## config.mk

```make
export PLATFORM = sky130hd
export DESIGN_NAME = regbank_ctx_sync
export DESIGN_NICKNAME = d
export VERILOG_FILES = /design/src/rtl/regbank_ctx_sync.sv
export SDC_FILE = /design/constraint.sdc
export NUM_CORES = 1
export LEC_CHECK = 0
export ABC_AREA = 1
export BUFFER_PORTS_ARGS = -buffer_cell sky130_fd_sc_hd__buf_2
export CAP_MARGIN = 0
export CORE_MARGIN = 2
export CORE_UTILIZATION = 46
export CTS_BUF_LIST = sky130_fd_sc_hd__clkbuf_4
export DETAILED_ROUTE_END_ITERATION = 7
export PLACE_DENSITY_LB_ADDON = 0.2
export SLEW_MARGIN = 20
export SYNTH_ARGS = -nofsm -noshare
export SYNTH_HDL_FRONTEND = slang
export SYNTH_SLANG_ARGS = --single-unit
```

## constraint.sdc

```tcl
create_clock -name clk -period 5.77 [get_ports clk]
set_input_delay 1.154 -clock clk [delete_from_list [all_inputs] [get_ports clk]]
set_output_delay 1.154 -clock clk [all_outputs]
set_load 0.01 [all_outputs]
```

## src/rtl/regbank_ctx_sync.sv

```systemverilog
// regbank_ctx_sync: keeps the shadow register bank consistent with the main bank
// across interrupt context switches. While interrupt is high the main bank is frozen
// and every CPU writeback lands only in the shadow bank, marking that register dirty.
// After the interrupt ends, the dirty registers are copied main->shadow, lowest index
// first, one per cycle in which the CPU is not using the shadow write port.

module regbank_ctx_sync #(
   parameter int  REG_NUM    = 32,
   parameter int  DATA_WIDTH = 64,
   localparam int AW         = $clog2(REG_NUM)
) (
   input  logic                  clk,
   input  logic                  reset,
   input  logic                  interrupt,
   input  logic                  write_en_cpu,
   input  logic [AW-1:0]         write_addr_cpu,
   input  logic [DATA_WIDTH-1:0] data_in_cpu,
   output logic                  main_write_en,
   output logic [AW-1:0]         sync_rd_addr,
   input  logic [DATA_WIDTH-1:0] sync_rd_data,
   output logic                  shadow_write_en,
   output logic [AW-1:0]         shadow_write_addr,
   output logic [DATA_WIDTH-1:0] shadow_data_in,
   output logic                  sync_busy,
   output logic                  sync_done,
   output logic [AW:0]           dirty_count,
   output logic                  overrun
);

   typedef enum logic [1:0] {
      IDLE = 2'd0,
      IRQ  = 2'd1,
      SYNC = 2'd2
   } state_t;

   state_t             state;
   state_t             next_state;
   logic [REG_NUM-1:0] dirty;
   logic [REG_NUM-1:0] dirty_next;
   logic               cpu_wr;
   logic               slot_grant;
   logic               sync_done_next;

   // Register 0 is hardwired, so writes to it never create or clear divergence.
   assign cpu_wr        = write_en_cpu && (write_addr_cpu != '0);
   assign main_write_en = write_en_cpu & ~interrupt;
   assign sync_busy     = (state == SYNC);

   // A copy slot exists only when the CPU leaves the shadow port free. No copy is
   // made in a cycle where interrupt has come back: the dirty bits are handed back
   // to the new interrupt context untouched.
   assign slot_grant = (state == SYNC) && !interrupt && !write_en_cpu && (dirty != '0);

   // Lowest-numbered dirty register is the next one to copy; 0 when nothing is dirty.
   always_comb begin
      sync_rd_addr = '0;
      for (int i = REG_NUM - 1; i >= 1; i--) begin
         if (dirty[i]) sync_rd_addr = AW'(i);
      end
   end

   // Number of registers whose shadow copy differs from main.
   always_comb begin
      dirty_count = '0;
      for (int i = 0; i < REG_NUM; i++) begin
         dirty_count = dirty_count + {{AW{1'b0}}, dirty[i]};
      end
   end

   // Shadow write port: the CPU always wins, otherwise a pending copy uses it.
   always_comb begin
      shadow_write_en   = 1'b0;
      shadow_write_addr = '0;
      shadow_data_in    = '0;
      if (write_en_cpu) begin
         shadow_write_en   = 1'b1;
         shadow_write_addr = write_addr_cpu;
         shadow_data_in    = data_in_cpu;
      end else if (slot_grant) begin
         shadow_write_en   = 1'b1;
         shadow_write_addr = sync_rd_addr;
         shadow_data_in    = sync_rd_data;
      end
   end

   // Divergence tracking: an interrupt-context write diverges a register, a normal
   // write lands in both banks and re-aligns it, and a copy slot re-aligns one.
   always_comb begin
      dirty_next = dirty;
      if (cpu_wr) dirty_next[write_addr_cpu] = interrupt;
      if (slot_grant) dirty_next[sync_rd_addr] = 1'b0;
   end

   // Context FSM: decisions look at the dirty set as it will be after this cycle.
   always_comb begin
      next_state     = state;
      sync_done_next = 1'b0;
      case (state)
         IDLE: begin
            if (interrupt) next_state = IRQ;
         end
         IRQ: begin
            if (!interrupt) next_state = (dirty_next != '0) ? SYNC : IDLE;
         end
         SYNC: begin
            if (interrupt) begin
               next_state = IRQ;
            end else if (dirty_next == '0) begin
               next_state     = IDLE;
               sync_done_next = 1'b1;
            end
         end
         default: next_state = IDLE;
      endcase
   end

   // State, dirty bitmap, completion pulse and sticky overrun flag.
   always_ff @(posedge clk) begin
      if (reset) begin
         state     <= IDLE;
         dirty     <= '0;
         sync_done <= 1'b0;
         overrun   <= 1'b0;
      end else begin
         state     <= next_state;
         dirty     <= dirty_next;
         sync_done <= sync_done_next;
         if ((state == SYNC) && interrupt) overrun <= 1'b1;
      end
   end

endmodule
```

==> metrics.md <==
| Metric | Value |
|---|---|
| Status | `finished, violations left` |
| Failing checks | `setup timing` |
| Synth area leader | `dfxtp_1` |
| Clock Latency Late Sink | `360 ps` |
| Share of synthesized registers carrying an async set or reset | `0` |
| Synth top area cells | `dfxtp_1, nand2_1, a22o_1` |
| YS warnings | `0` |
| Final weighted congestion in routability-driven placement | `0.976` |
| Top FF cell, synth | `dfxtp_1` |
| Vias in the first global route | `4619` |
| Boundary Pins | `222` |
| Detailed-route wire length per cell | `19.8 µm` |
| DR DRC count | `0` |
| Final setup fails | `5` |
| Final clock skew | `15.6 ps` |
| Num CTS Buffers | `5` |
| Die Span X | `95.3 µm` |
| Post-DP HPWL | `14700 µm` |
| H-tree depth | `2` |
| Post-synthesis sequential area ratio | `0.188` |
| Initial drt markers | `579` |
| # rows | `33` |
| Crit path max fanout | `3` |
| Non-filler cells, final | `908` |
| Mapped Area | `3840 µm²` |
| Largest net degree at the start of global routing | `68` |
| Unique masters post-synth | `33` |
| Largest family of logic cells by synthesized area | `simple AND/OR/NAND/NOR gates` |
| Mapped Nets | `763` |
| Yosys reg bits | `36` |
| Fmax achieved | `165 MHz` |
| Area growth, synth to finish | `33.6%` |
| GRT Util Overall | `0.386` |
| Hold_buf cts | `0` |
| DP Cell Count | `897` |
| Placed Instance Area | `4960 µm²` |
| Global-route wire length before repair | `25500 µm` |
| GRT overflow | `0` |
| Synth Area in XOR/XNOR | `0.00685` |
| Final worst slack | `-284 ps` |
| Post-synth EDFFs | `0` |
| Power Dens Cells | `134 nW/µm²` |
| Pre-Repair DR Iteration Count | `6` |
| Post-synth top area share | `0.188` |
| Hold crit path type | `reg2reg` |
| Nets | `971` |
| Die height | `95.3 µm` |
| ANT nets after route | `0` |
| Commonest cells in the netlist | `nand2_1, nor2_1, inv_1` |
| Vias per cell | `5.66` |
| DRT Wirelength | `18000 µm` |
| Slew HR | `0.292` |
| Unrepaired setup endpoints after global routing | `yes` |
| Synth Area in Adders | `0.151` |
| Most frequent cell after synthesis | `nand2_1` |
| CP endpoint kind | `output pin` |
| Layout cell share with drive strength beyond 1 | `0.326` |
| Port bufs | `221` |
| CTS tree | `yes` |
| Mapped Avg Cell Area | `6.46 µm²` |
| Finished layout cell area | `5130 µm²` |
| Multi-input gate area | `2730 µm²` |
| Element type at the critical path start | `flop` |
| Fin crit share | `1.05` |
| Core area | `8130 µm²` |
| Fillers | `767` |
| Root buf cell | `clkbuf_4` |
| FF+latch area | `731 µm²` |
| CTS sink cnt | `36` |
| CTS max path bufs | `2` |
| Static Leakage | `2.80 nW` |
| Routed via count | `5139` |
| Synth Area in Simple Gates | `0.325` |
| Die ar. | `9090 µm²` |
| Max cap viols | `0` |
| Worst vdd ir | `0.0889 mV` |
| Fin. max-slew vios | `0` |
| Data arrival at the endpoint of the critical path | `4900 ps` |
| Gate count after technology mapping | `594` |
| Min cycle time layout | `6050 ps` |
| Kind of critical path | `reg2out` |
| Initial Util | `0.472` |
| Initial antenna violation count | `0` |
| Tightest Pin Transition | `1060 ps` |
| Fin. Hold Viols | `0` |
| Critical path required time | `4620 ps` |
| Clk slew on worst S/H paths | `130 ps` |
| N_diodes | `0` |
| DP Worst Slack | `4.34 ps` |
| Mux share of post-synthesis cell area | `0` |
| Compound-gate portion of the synthesized area | `0.217` |
area by class of cell:
cell class                      instances  area share
Multi-Input combinational cell        453       0.533
Timing Repair Buffer                  227       0.226
Sequential cell                        36       0.142
Inverter                               79      0.0578
Tap cell                              105      0.0256
Clock inverter                          3     0.00829
Clock buffer                            5     0.00732
layout by cell type, fill, tap and decap left out, types with 2 or more instances in the layout:
cell / synthesis / routed
ha_1: 8 / 6
nor3_1: 7 / 7
o21ai_0: 34 / 34
nand2_1: 160 / 160
inv_1: 78 / 73
buf_2: 2 / 220
nor2_2: 2 / 2
xor2_1: 2 / 2
fa_1: 24 / 21
nand2_2: 2 / 2
fa_2: 0 / 3
nor4_1: 4 / 4
buf_4: 0 / 6
nand3_1: 28 / 28
o22ai_1: 4 / 4
inv_2: 0 / 5
clkbuf_4: 0 / 5
nor2_1: 86 / 86
dfxtp_2: 0 / 8
a21oi_1: 8 / 8
dfxtp_1: 36 / 28
nand4_1: 11 / 11
a22o_1: 64 / 64
kinds of logic (layout without fill, tap and decap cells):
group | count (synthesis) | count (layout)
compound gates | 115 | 115
xor+xnor | 3 | 3
fa+ha+maj | 32 | 32
buf+inv | 105 | 314
flops | 36 | 36
simple gates | 303 | 303
power breakdown:
group	internal [W]	switching (W)	leakage, nW
combinational	0.0000986	0.000145	2.46
clock	0.0000904	0.000101	0.0412
sequential	0.000251	0.00000271	0.295
total	0.000440	0.000249	2.80
per-layer routing:
layer | vias to the layer above | share of wire | global-route usage
met5 | - | 0 | 0
met4 | 0 | 0.065 | 0.215
met3 | 66 | 0.12 | 0.0933
met2 | 364 | 0.43 | 0.566
met1 | 2338 | 0.39 | 0.518
li1 | 2371 | - | -
metrics by stage:
stage	hold slack, ps	setup TNS, ps	total power (W)	util
2_1_floorplan	475	0	0.000376	-
3_3_place_gp	436	0	0.000490	0.610
3_5_place_dp	447	0	0.000492	0.610
4_1_cts	471	-1150	0.000678	0.624
5_1_grt	520	-1690	0.000710	0.631
6_report	470	-885	0.000689	0.631
what timing repair did:
action,in CTS,in global routing
buffers inserted,2,1
gates cloned,0,0
endpoints found under the setup margin,5,5
pin swaps,2,7
gates resized for setup,10,12
worst paths after layout:
kind / startpoint / end / slack (ps) / depth (start not counted)
max: dirty[11]$_SDFF_PP0_ / dirty_count[4] / -280 / 16
min: overrun$_SDFFE_PP0P_ / overrun$_SDFFE_PP0P_ / 470 / 2
max reg2reg: dirty[1]$_SDFF_PP0_ / sync_done$_SDFF_PP0_ / 2190 / 16
min reg2reg: overrun$_SDFFE_PP0P_ / overrun$_SDFFE_PP0P_ / 470 / 2
flip-flops by register name, summed over array words and instances (netlist names):
signal and count:
state 2, sync_done 1, dirty 32, overrun 1
worst max-delay path, cell delays in order, from the launching register on:
cell and delay, ps:
dfxtp_2 360, fa_1 530, inv_1 50, fa_1 500, inv_2 50, fa_2 540
fa_1 430, fa_1 490, inv_1 50, fa_1 440, inv_2 90, ha_4 130
inv_2 30, fa_2 340, o21a_1 190, xor2_1 160, buf_2 160
Note: power is estimated with default switching activity, not from simulation.
